<file path="src/rtl/ps2_scan_receiver.sv">
// rtl/ps2_scan_receiver.sv - PS/2 keyboard frame receiver with scan-code FIFO
//
// Receives PS/2 keyboard frames using the system clock. Both PS/2 lines are
// synchronised, and ps2_clk is glitch-filtered. Each 1->0 transition of the
// filtered clock samples ps2_data. A frame is 11 bits: start, 8 data bits
// LSB first, odd parity, and stop. Scan codes from good frames are pushed
// into a first-word fall-through FIFO. Parity errors, stop-bit errors and
// timeout errors are reported as single-cycle pulses.
//
// Ports:
//   clk         system clock, all logic on posedge
//   reset       asynchronous, active-high
//   ps2_clk     raw PS/2 clock line (asynchronous)
//   ps2_data    raw PS/2 data line (asynchronous)
//   read        pop FIFO head; ignored when empty
//   scan_code   FIFO head, 8'h00 when empty
//   scan_ready  FIFO not empty
//   fifo_count  number of entries held
//   parity_err  1-cycle pulse, parity mismatch (CHECK_PARITY=1 only)
//   frame_err   1-cycle pulse, stop bit 0 or inter-edge timeout
//   overflow    1-cycle pulse, good frame dropped because FIFO full

module ps2_scan_receiver #(
  parameter int FIFO_DEPTH     = 8,
  parameter int FILTER_LEN     = 8,
  parameter int TIMEOUT_CYCLES = 50000,
  parameter bit CHECK_PARITY   = 1'b1
) (
  input  logic                              clk,
  input  logic                              reset,
  input  logic                              ps2_clk,
  input  logic                              ps2_data,
  input  logic                              read,
  output logic [7:0]                        scan_code,
  output logic                              scan_ready,
  output logic [$clog2(FIFO_DEPTH+1)-1:0]   fifo_count,
  output logic                              parity_err,
  output logic                              frame_err,
  output logic                              overflow
);

  localparam int CNT_W = $clog2(FIFO_DEPTH + 1);
  localparam int PTR_W = $clog2(FIFO_DEPTH);
  localparam int FLT_W = $clog2(FILTER_LEN + 1);
  localparam int TO_W  = $clog2(TIMEOUT_CYCLES + 1);

  typedef enum logic [1:0] {
    ST_IDLE,
    ST_DATA,
    ST_PARITY,
    ST_STOP
  } state_t;

  // ---------------------------------------------------------------------------
  // Input synchronisers. These reset to 1 because an idle PS/2 bus is high.
  // ---------------------------------------------------------------------------
  logic [1:0] clk_sync;
  logic [1:0] data_sync;

  always_ff @(posedge clk or posedge reset) begin
    if (reset) begin
      clk_sync  <= 2'b11;
      data_sync <= 2'b11;
    end else begin
      clk_sync  <= {clk_sync[0], ps2_clk};
      data_sync <= {data_sync[0], ps2_data};
    end
  end

  // ---------------------------------------------------------------------------
  // Glitch filter on the clock line.
  // filter_cnt counts consecutive samples that disagree with the filtered value.
  // On the FILTER_LEN-th disagreeing sample, the filtered value follows the
  // line. sample_event goes high in the same cycle that the filtered clock
  // first reads 0, so it marks the falling edge.
  // ---------------------------------------------------------------------------
  logic             ps2_clk_filtered;
  logic [FLT_W-1:0] filter_cnt;
  logic             sample_event;

  always_ff @(posedge clk or posedge reset) begin
    if (reset) begin
      ps2_clk_filtered <= 1'b1;
      filter_cnt       <= '0;
      sample_event     <= 1'b0;
    end else begin
      sample_event <= 1'b0;
      if (clk_sync[1] == ps2_clk_filtered) begin
        filter_cnt <= '0;
      end else if (filter_cnt == FLT_W'(FILTER_LEN - 1)) begin
        ps2_clk_filtered <= clk_sync[1];
        filter_cnt       <= '0;
        sample_event     <= ~clk_sync[1];
      end else begin
        filter_cnt <= filter_cnt + FLT_W'(1);
      end
    end
  end

  // ---------------------------------------------------------------------------
  // Frame FSM
  // ---------------------------------------------------------------------------
  state_t          state, state_next;
  logic [2:0]      bit_cnt, bit_cnt_next;
  logic [7:0]      shift_reg, shift_next;
  logic            parity_bit, parity_next;
  logic [TO_W-1:0] timeout_cnt;
  logic            timeout_hit;
  logic            push;
  logic            set_parity_err;
  logic            set_frame_err;
  logic            data_bit;

  assign data_bit    = data_sync[1];
  assign timeout_hit = (state != ST_IDLE) && (timeout_cnt == TO_W'(TIMEOUT_CYCLES));

  always_ff @(posedge clk or posedge reset) begin
    if (reset) begin
      state      <= ST_IDLE;
      bit_cnt    <= '0;
      shift_reg  <= '0;
      parity_bit <= 1'b0;
      parity_err <= 1'b0;
      frame_err  <= 1'b0;
    end else begin
      state      <= state_next;
      bit_cnt    <= bit_cnt_next;
      shift_reg  <= shift_next;
      parity_bit <= parity_next;
      parity_err <= set_parity_err;
      frame_err  <= set_frame_err;
    end
  end

  // The timeout counter measures the gap since the last falling edge while a
  // frame is in flight. It saturates at TIMEOUT_CYCLES until the FSM leaves
  // the frame.
  always_ff @(posedge clk or posedge reset) begin
    if (reset) begin
      timeout_cnt <= '0;
    end else if (state == ST_IDLE || sample_event) begin
      timeout_cnt <= '0;
    end else if (timeout_cnt != TO_W'(TIMEOUT_CYCLES)) begin
      timeout_cnt <= timeout_cnt + TO_W'(1);
    end
  end

  always_comb begin
    state_next     = state;
    bit_cnt_next   = bit_cnt;
    shift_next     = shift_reg;
    parity_next    = parity_bit;
    push           = 1'b0;
    set_parity_err = 1'b0;
    set_frame_err  = 1'b0;

    if (sample_event) begin
      case (state)
        ST_IDLE: begin
          // A high data line on a falling edge is not a start bit, so it is ignored.
          if (!data_bit) begin
            state_next   = ST_DATA;
            bit_cnt_next = '0;
          end
        end
        ST_DATA: begin
          shift_next   = {data_bit, shift_reg[7:1]};
          bit_cnt_next = bit_cnt + 3'd1;
          if (bit_cnt == 3'd7) begin
            state_next = ST_PARITY;
          end
        end
        ST_PARITY: begin
          parity_next = data_bit;
          state_next  = ST_STOP;
        end
        ST_STOP: begin
          state_next = ST_IDLE;
          if (!data_bit) begin
            set_frame_err = 1'b1;
          end else if (CHECK_PARITY && ((^shift_reg ^ parity_bit) == 1'b0)) begin
            // Odd parity: data plus parity must have an odd number of ones.
            set_parity_err = 1'b1;
          end else begin
            push = 1'b1;
          end
        end
        default: state_next = ST_IDLE;
      endcase
    end else if (timeout_hit) begin
      state_next    = ST_IDLE;
      set_frame_err = 1'b1;
    end
  end

  // ---------------------------------------------------------------------------
  // Scan-code FIFO (first-word fall-through)
  // ---------------------------------------------------------------------------
  logic [7:0]       fifo_mem [FIFO_DEPTH];
  logic [PTR_W-1:0] rd_ptr;
  logic [PTR_W-1:0] wr_ptr;
  logic [CNT_W-1:0] count;
  logic             fifo_full;
  logic             do_pop;
  logic             do_push;

  assign fifo_full = (count == CNT_W'(FIFO_DEPTH));
  assign do_pop    = read && (count != '0);
  // When the FIFO is full, a pop in the same cycle frees the slot for the push.
  assign do_push   = push && (!fifo_full || do_pop);

  always_ff @(posedge clk) begin
    if (do_push) begin
      fifo_mem[wr_ptr] <= shift_reg;
    end
  end

  // The pointers are PTR_W bits wide, so they wrap modulo the power-of-two depth.
  always_ff @(posedge clk or posedge reset) begin
    if (reset) begin
      rd_ptr   <= '0;
      wr_ptr   <= '0;
      count    <= '0;
      overflow <= 1'b0;
    end else begin
      overflow <= push && fifo_full && !do_pop;
      if (do_push) begin
        wr_ptr <= wr_ptr + PTR_W'(1);
      end
      if (do_pop) begin
        rd_ptr <= rd_ptr + PTR_W'(1);
      end
      case ({do_push, do_pop})
        2'b10:   count <= count + CNT_W'(1);
        2'b01:   count <= count - CNT_W'(1);
        default: count <= count;
      endcase
    end
  end

  assign scan_ready = (count != '0);
  assign scan_code  = scan_ready ? fifo_mem[rd_ptr] : 8'h00;
  assign fifo_count = count;

endmodule
</file>
<file path="config.mk">
export PLATFORM = sky130hd
export DESIGN_NAME = ps2_scan_receiver
export DESIGN_NICKNAME = d
export VERILOG_FILES = /design/src/rtl/ps2_scan_receiver.sv
export SDC_FILE = /design/constraint.sdc
export NUM_CORES = 1
export LEC_CHECK = 0
export ABC_AREA = 1
export CAP_MARGIN = 20
export CORE_MARGIN = 1
export CORE_UTILIZATION = 65
export CTS_BUF_LIST = sky130_fd_sc_hd__clkbuf_16
export DETAILED_ROUTE_END_ITERATION = 10
export PLACE_DENSITY = 0.84
export SLEW_MARGIN = 0
export SYNTH_ARGS = -nofsm -noshare
export SYNTH_HDL_FRONTEND = slang
export SYNTH_SLANG_ARGS = --single-unit
</file>
<file path="constraint.sdc">
create_clock -name clk -period 4.7 [get_ports clk]
set_input_delay 0.94 -clock clk [delete_from_list [all_inputs] [get_ports clk]]
set_output_delay 0.94 -clock clk [all_outputs]
set_load 0.01 [all_outputs]
</file>
# Word level (Yosys, flattened, before mapping)
# Memories as Yosys holds them, arrays and structs flattened.
# Index checks and enable logic that the tools add are counted.
# word_totals
mem_count	1
mem_bits_rw	64
wordCells	92
output_inout_bits	16
ff_bits	53
in_bits	5
# classes
add_sub_neg	7
n_mux	29
n_bitwise	3
reduce_logical	22
n_eq_ne	14
# memory_table
memory	depth	width	rd	rd_ports_with_merged_regs	write_ports	line_no	source
fifo_mem	8	8	1	0	1	199	logic [7:0] fifo_mem [FIFO_DEPTH];
# ops
op	n
$mux 16	2
$add 16x1->16 const B	1
$eq 16x16->1 const B	1
$mux 1	16
$ne 16x16->1 const B	1
$reduce_bool 2->1	5
$add 3x1->3 const B	3
$add 4x1->4 const B	2
$mux 2	4
$mux 4	2
$mux 8	1
$pmux 2 s4	1
$pmux 4 s2	1
$reduce_xor 8->1	1
$eq 2x2->1 const B	3
$ne 3x3->1 const B	2
$pmux 3 s2	1
$reduce_and 2->1	3
$reduce_and 3->1	2
$logic_and 1x1->1	5
$eq 2x1->1 const B	2
$eq 4x3->1 const B	1
$eq 4x4->1 const B	1
$reduce_bool 4->1	1
other kinds (10)	13

# Logic depth before layout (Yosys ltp)
# depth
ltp_word	9
depth_mapped	17
ltp_nobuf	17

# Least setup slack after synthesis
# No wires, ideal clock.
# synth_path
path_kind	in2reg
from	input port read
to	register count[2], in the netlist fifo_count[2]
path_slack_ns	2.277
n_path_buf	0
required_ns	4.581
setup_ns	0.119
t_arrival_ns	2.305
cell_stages	12
path_cell_list	nand2_2 -> nand4_4 -> nand4_2 -> ha_1 -> nand2_1 -> inv_1 -> nor2_1 -> ha_1 -> a21oi_1 -> a21oi_1 -> o21ai_0 -> o21a_1
# synth_via
elab_chain_len	5
elab_cells_between_ends	7
cone_classes	eq/ne: 2; mux: 1; reduce/logical: 4
# synth_rtl
item	line_no	source
from (decl)	33	input logic read,
$logic_and 1x1->1 (*)	208	assign do_pop = read && (count != '0);
$logic_or 1x1->1	210	assign do_push = push && (!fifo_full || do_pop);
$logic_and 1x1->1	210	
$eq 2x1->1 or $eq 2x2->1 (tied branches)	233	case ({do_push, do_pop})
$pmux 4 s2 or $reduce_bool 2->1 (tied branches)	--	
to (signal assigned)	234	2'b10: count <= count + CNT_W'(1);
to (signal assigned)	235	2'b01: count <= count - CNT_W'(1);
to (signal assigned)	236	default: count <= count;
to (decl)	202	logic [CNT_W-1:0] count;
# Every way passes the cells marked *; elsewhere a longest branch is shown, timed or not.
# A chain may end at the register's enable or synchronous reset.

# Worst setup path in the final report
# layout_path
from	register rd_ptr[0]
to	output port scan_code[4]
# layout_via
elab_chain_len	2
# layout_rtl
item	line_no	source
from (decl)	200	logic [PTR_W-1:0] rd_ptr;
from (signal assigned)	231	rd_ptr <= rd_ptr + PTR_W'(1);
$mem_v2 8x8	--	
$mux 8	242	assign scan_code = scan_ready ? fifo_mem[rd_ptr] : 8'h00;
to (decl)	34	output logic [7:0] scan_code,
# Every way passes these cells.

==> impl_metrics.py <==
metrics = {
    "global_route": {
        "grt_max_degree": 54,
        "grt_pass1_vias": 3874,
        "grtUsageMet2_pct": 48.1,
        "grtUsageMet1_pct": 34.5,
        "grt-ovfl-total": 0,
        "grt_pass1_wl_um": 18100,
        "antenna_found_initial": 0,
        "grt_usage_pct": 28.3,
        "use_met3_pct": 6.90,
        "top_usage_layer": "met2",
    },
    "pwr": {
        "cellLeakagePower_nw": 2.70,
        "p_clk_share_pct": 38.9,
        "swShare_pct": 30.5,
        "comb_power_share_pct": 24.4,
        "switchingPower_mw": 1.02,
        "seq_power_share_pct": 36.6,
        "p_total_mw": 3.34,
        "internal-power_mw": 2.32,
        "vdd_drop_max_v": 0.000337,
        "power_density_nw_per_um2": 538,
    },
    "sta": {
        "tns_ns": 0,
        "hold_slack_ns": 0.356,
        "finalMaxSlewViolations": 0,
        "max_freq_ghz": 0.269,
        "worst_pin_slew_ns": 1.04,
        "period_share_pct": 79.1,
        "setup_viol": 0,
        "rsz0062_at_grt": "no",
        "skew_ns": 0.0120,
        "finalHoldViolCount": 0,
        "setup_slack_ns": 0.982,
        "min_period_ns": 3.72,
        "relSlewSlack_pct": 30.6,
    },
    "clocking": {
        "clock_latency_ns": 0.41,
        "clkSinkCount": 117,
        "postCtsSetupBuffers": 0,
        "cts_resized": 0,
        "clk_pin_slew_ns": 0.06,
        "clk_path_buf_depth": 2,
        "root_buffer": "clkbuf_16",
        "htreeDepth": 4,
        "cts_buffers": 17,
        "cts_tree": "done",
        "hold_buffers": 0,
    },
    "synth": {
        "synth-seq-cells": 117,
        "synthDistinctLibCells": 35,
        "avgSynthCellArea_um2": 10.3,
        "ys_seq_area_share_pct": 61.3,
        "synth_top_area_cell": "edfxtp_1",
        "synth_top_area_share_pct": 36.2,
        "ys_top_cells_by_area": "edfxtp_1, dfrtp_1, nor2_1",
        "syn_area_um2": 5310,
        "synth_warnings": 0,
        "synthCells": 515,
        "syn-num-nets": 534,
    },
    "worst_setup_path": {
        "start_kind": "flip-flop",
        "path_class": "reg2out",
        "r2r_start": "shift_reg[3]",
        "crit_required_ns": 3.76,
        "endpoint_kind": "output port",
        "crit_arrival_ns": 2.78,
        "crit_fanout": 33,
        "worstSetupStartpoint": "rd_ptr[0]",
    },
    "route": {
        "drt_iter0_drc": 296,
        "vias_per_cell": 5.86,
        "wl_per_cell_um": 16.4,
        "wl_um": 10800,
        "drc": 0,
        "vias": 3856,
        "ant_nets": 0,
        "dr.pass1.iters": 4,
    },
    "finish": {
        "drive_above_1_share_pct": 11.5,
        "diodes": 0,
        "largest_reg_flops": 64,
        "fillers": 437,
        "area_growth_pct": 17.0,
        "nets": 562,
        "utilization_pct": 79.6,
        "register_area_um2": 3250,
        "final_cells": 658,
        "multi_input_area_um2": 1820,
        "stdcell_area_um2": 6210,
    },
    "job": {
        "drv_cap": 0,
    },
    "hold_path": {
        "worst_hold_path_type": "reg2reg",
        "hp-start": "data_sync[0]",
    },
    "placed_design": {
        "port_buffers": 20,
        "post-place-ws_ns": 1.53,
        "dp_hpwl_um": 6680,
        "gp_congestion": 0.822,
        "place_area_um2": 5590,
        "placedCellCount": 625,
    },
    "floorplanning": {
        "die_w_um": 92.4,
        "io_pins": 21,
        "rows": 32,
        "core_um2": 7810,
        "die_h_um": 92.4,
        "initial_core_util_pct": 68.0,
        "die-area_um2": 8530,
    },
    "outcome": {
        "status": "finished clean",
    },
}
## synth_stat cells, drive strengths merged
cell,count
a21oi,16
buf,6
clkbuf,7
dfrtp,48
dfstp,5
edfxtp,64
ha,14
inv,48
nand2,84
nand3,26
nand4,5
nor2,98
nor3,8
nor3b,1
nor4,4
o211ai,1
o21a,2
o21ai,51
o32ai,16
or2,2
xnor2,3
xor2,6
## per-layer routing
layer / wire length, µm / up-vias
met5: 0 / -
met4: 221 / 0
met3: 681 / 22
met2: 5520 / 149
met1: 4400 / 1860
li1: - / 1825
## placed cells by master (no fill, tap or decap), drive strengths merged, types with 6 or more instances in the layout
cell,Yosys,final
nor2,98,98
nand2,84,84
edfxtp,64,64
o21ai,51,51
inv,48,51
dfrtp,48,48
nand3,26,26
clkdlybuf4s50,0,20
clkbuf,7,17
a21oi,16,16
o32ai,16,16
ha,14,14
nor3,8,8
xor2,6,6
clkinv,0,6
## logic make-up (layout without fill, tap and decap cells)
kind of cell | Yosys count | in the layout | synth area share (%)
flip-flops | 117 | 117 | 61.3
AO/OA/AOI/OAI | 86 | 86 | 9.38
buffers and inverters | 61 | 102 | 4.43
adder cells (fa/ha/maj) | 14 | 14 | 3.30
XOR/XNOR | 9 | 9 | 1.48
AND/OR/NAND/NOR | 228 | 228 | 20.1
## path summary, 6_finish.rpt
check	slack (ns)	cells past startpoint	endpoint
min in group asynchronous	0.87	2	filter_cnt[2]
min reg2reg	0.36	0	data_sync[1]
max in group asynchronous	3.23	3	data_sync[1]
max	0.98	6	scan_code[4]
min	0.36	0	data_sync[1]
max reg2reg	1.98	16	fifo_count[2]
## power groups by stage
stage               sequential, mW  combinational (mW)  clock, mW
global placement              1.23               0.761          0
global route                  1.23               0.897       1.36
floorplan                     1.20               0.542          0
CTS                           1.22               0.813       1.31
finish                        1.22               0.816       1.30
detailed placement            1.24               0.797          0
## worst max-delay path, stage by stage (launching register included)
cell	delay, ns
dfrtp_1	0.38
inv_1	0.75
nor2_1	0.11
o32ai_1	0.33
o21ai_0	0.12
nor2_1	0.12
clkdlybuf4s50_1	0.54
## final cells by class
cell class                      instances  area share [%]
Sequential cell                       117            52.4
Multi-Input combinational cell        337            29.3
Clock buffer                           17            6.85
Timing Repair Buffer                   22            3.66
Inverter                               48            2.90
Clock inverter                         15            2.88
Tap cell                              102            2.05
(Power assumes the default switching activity.)
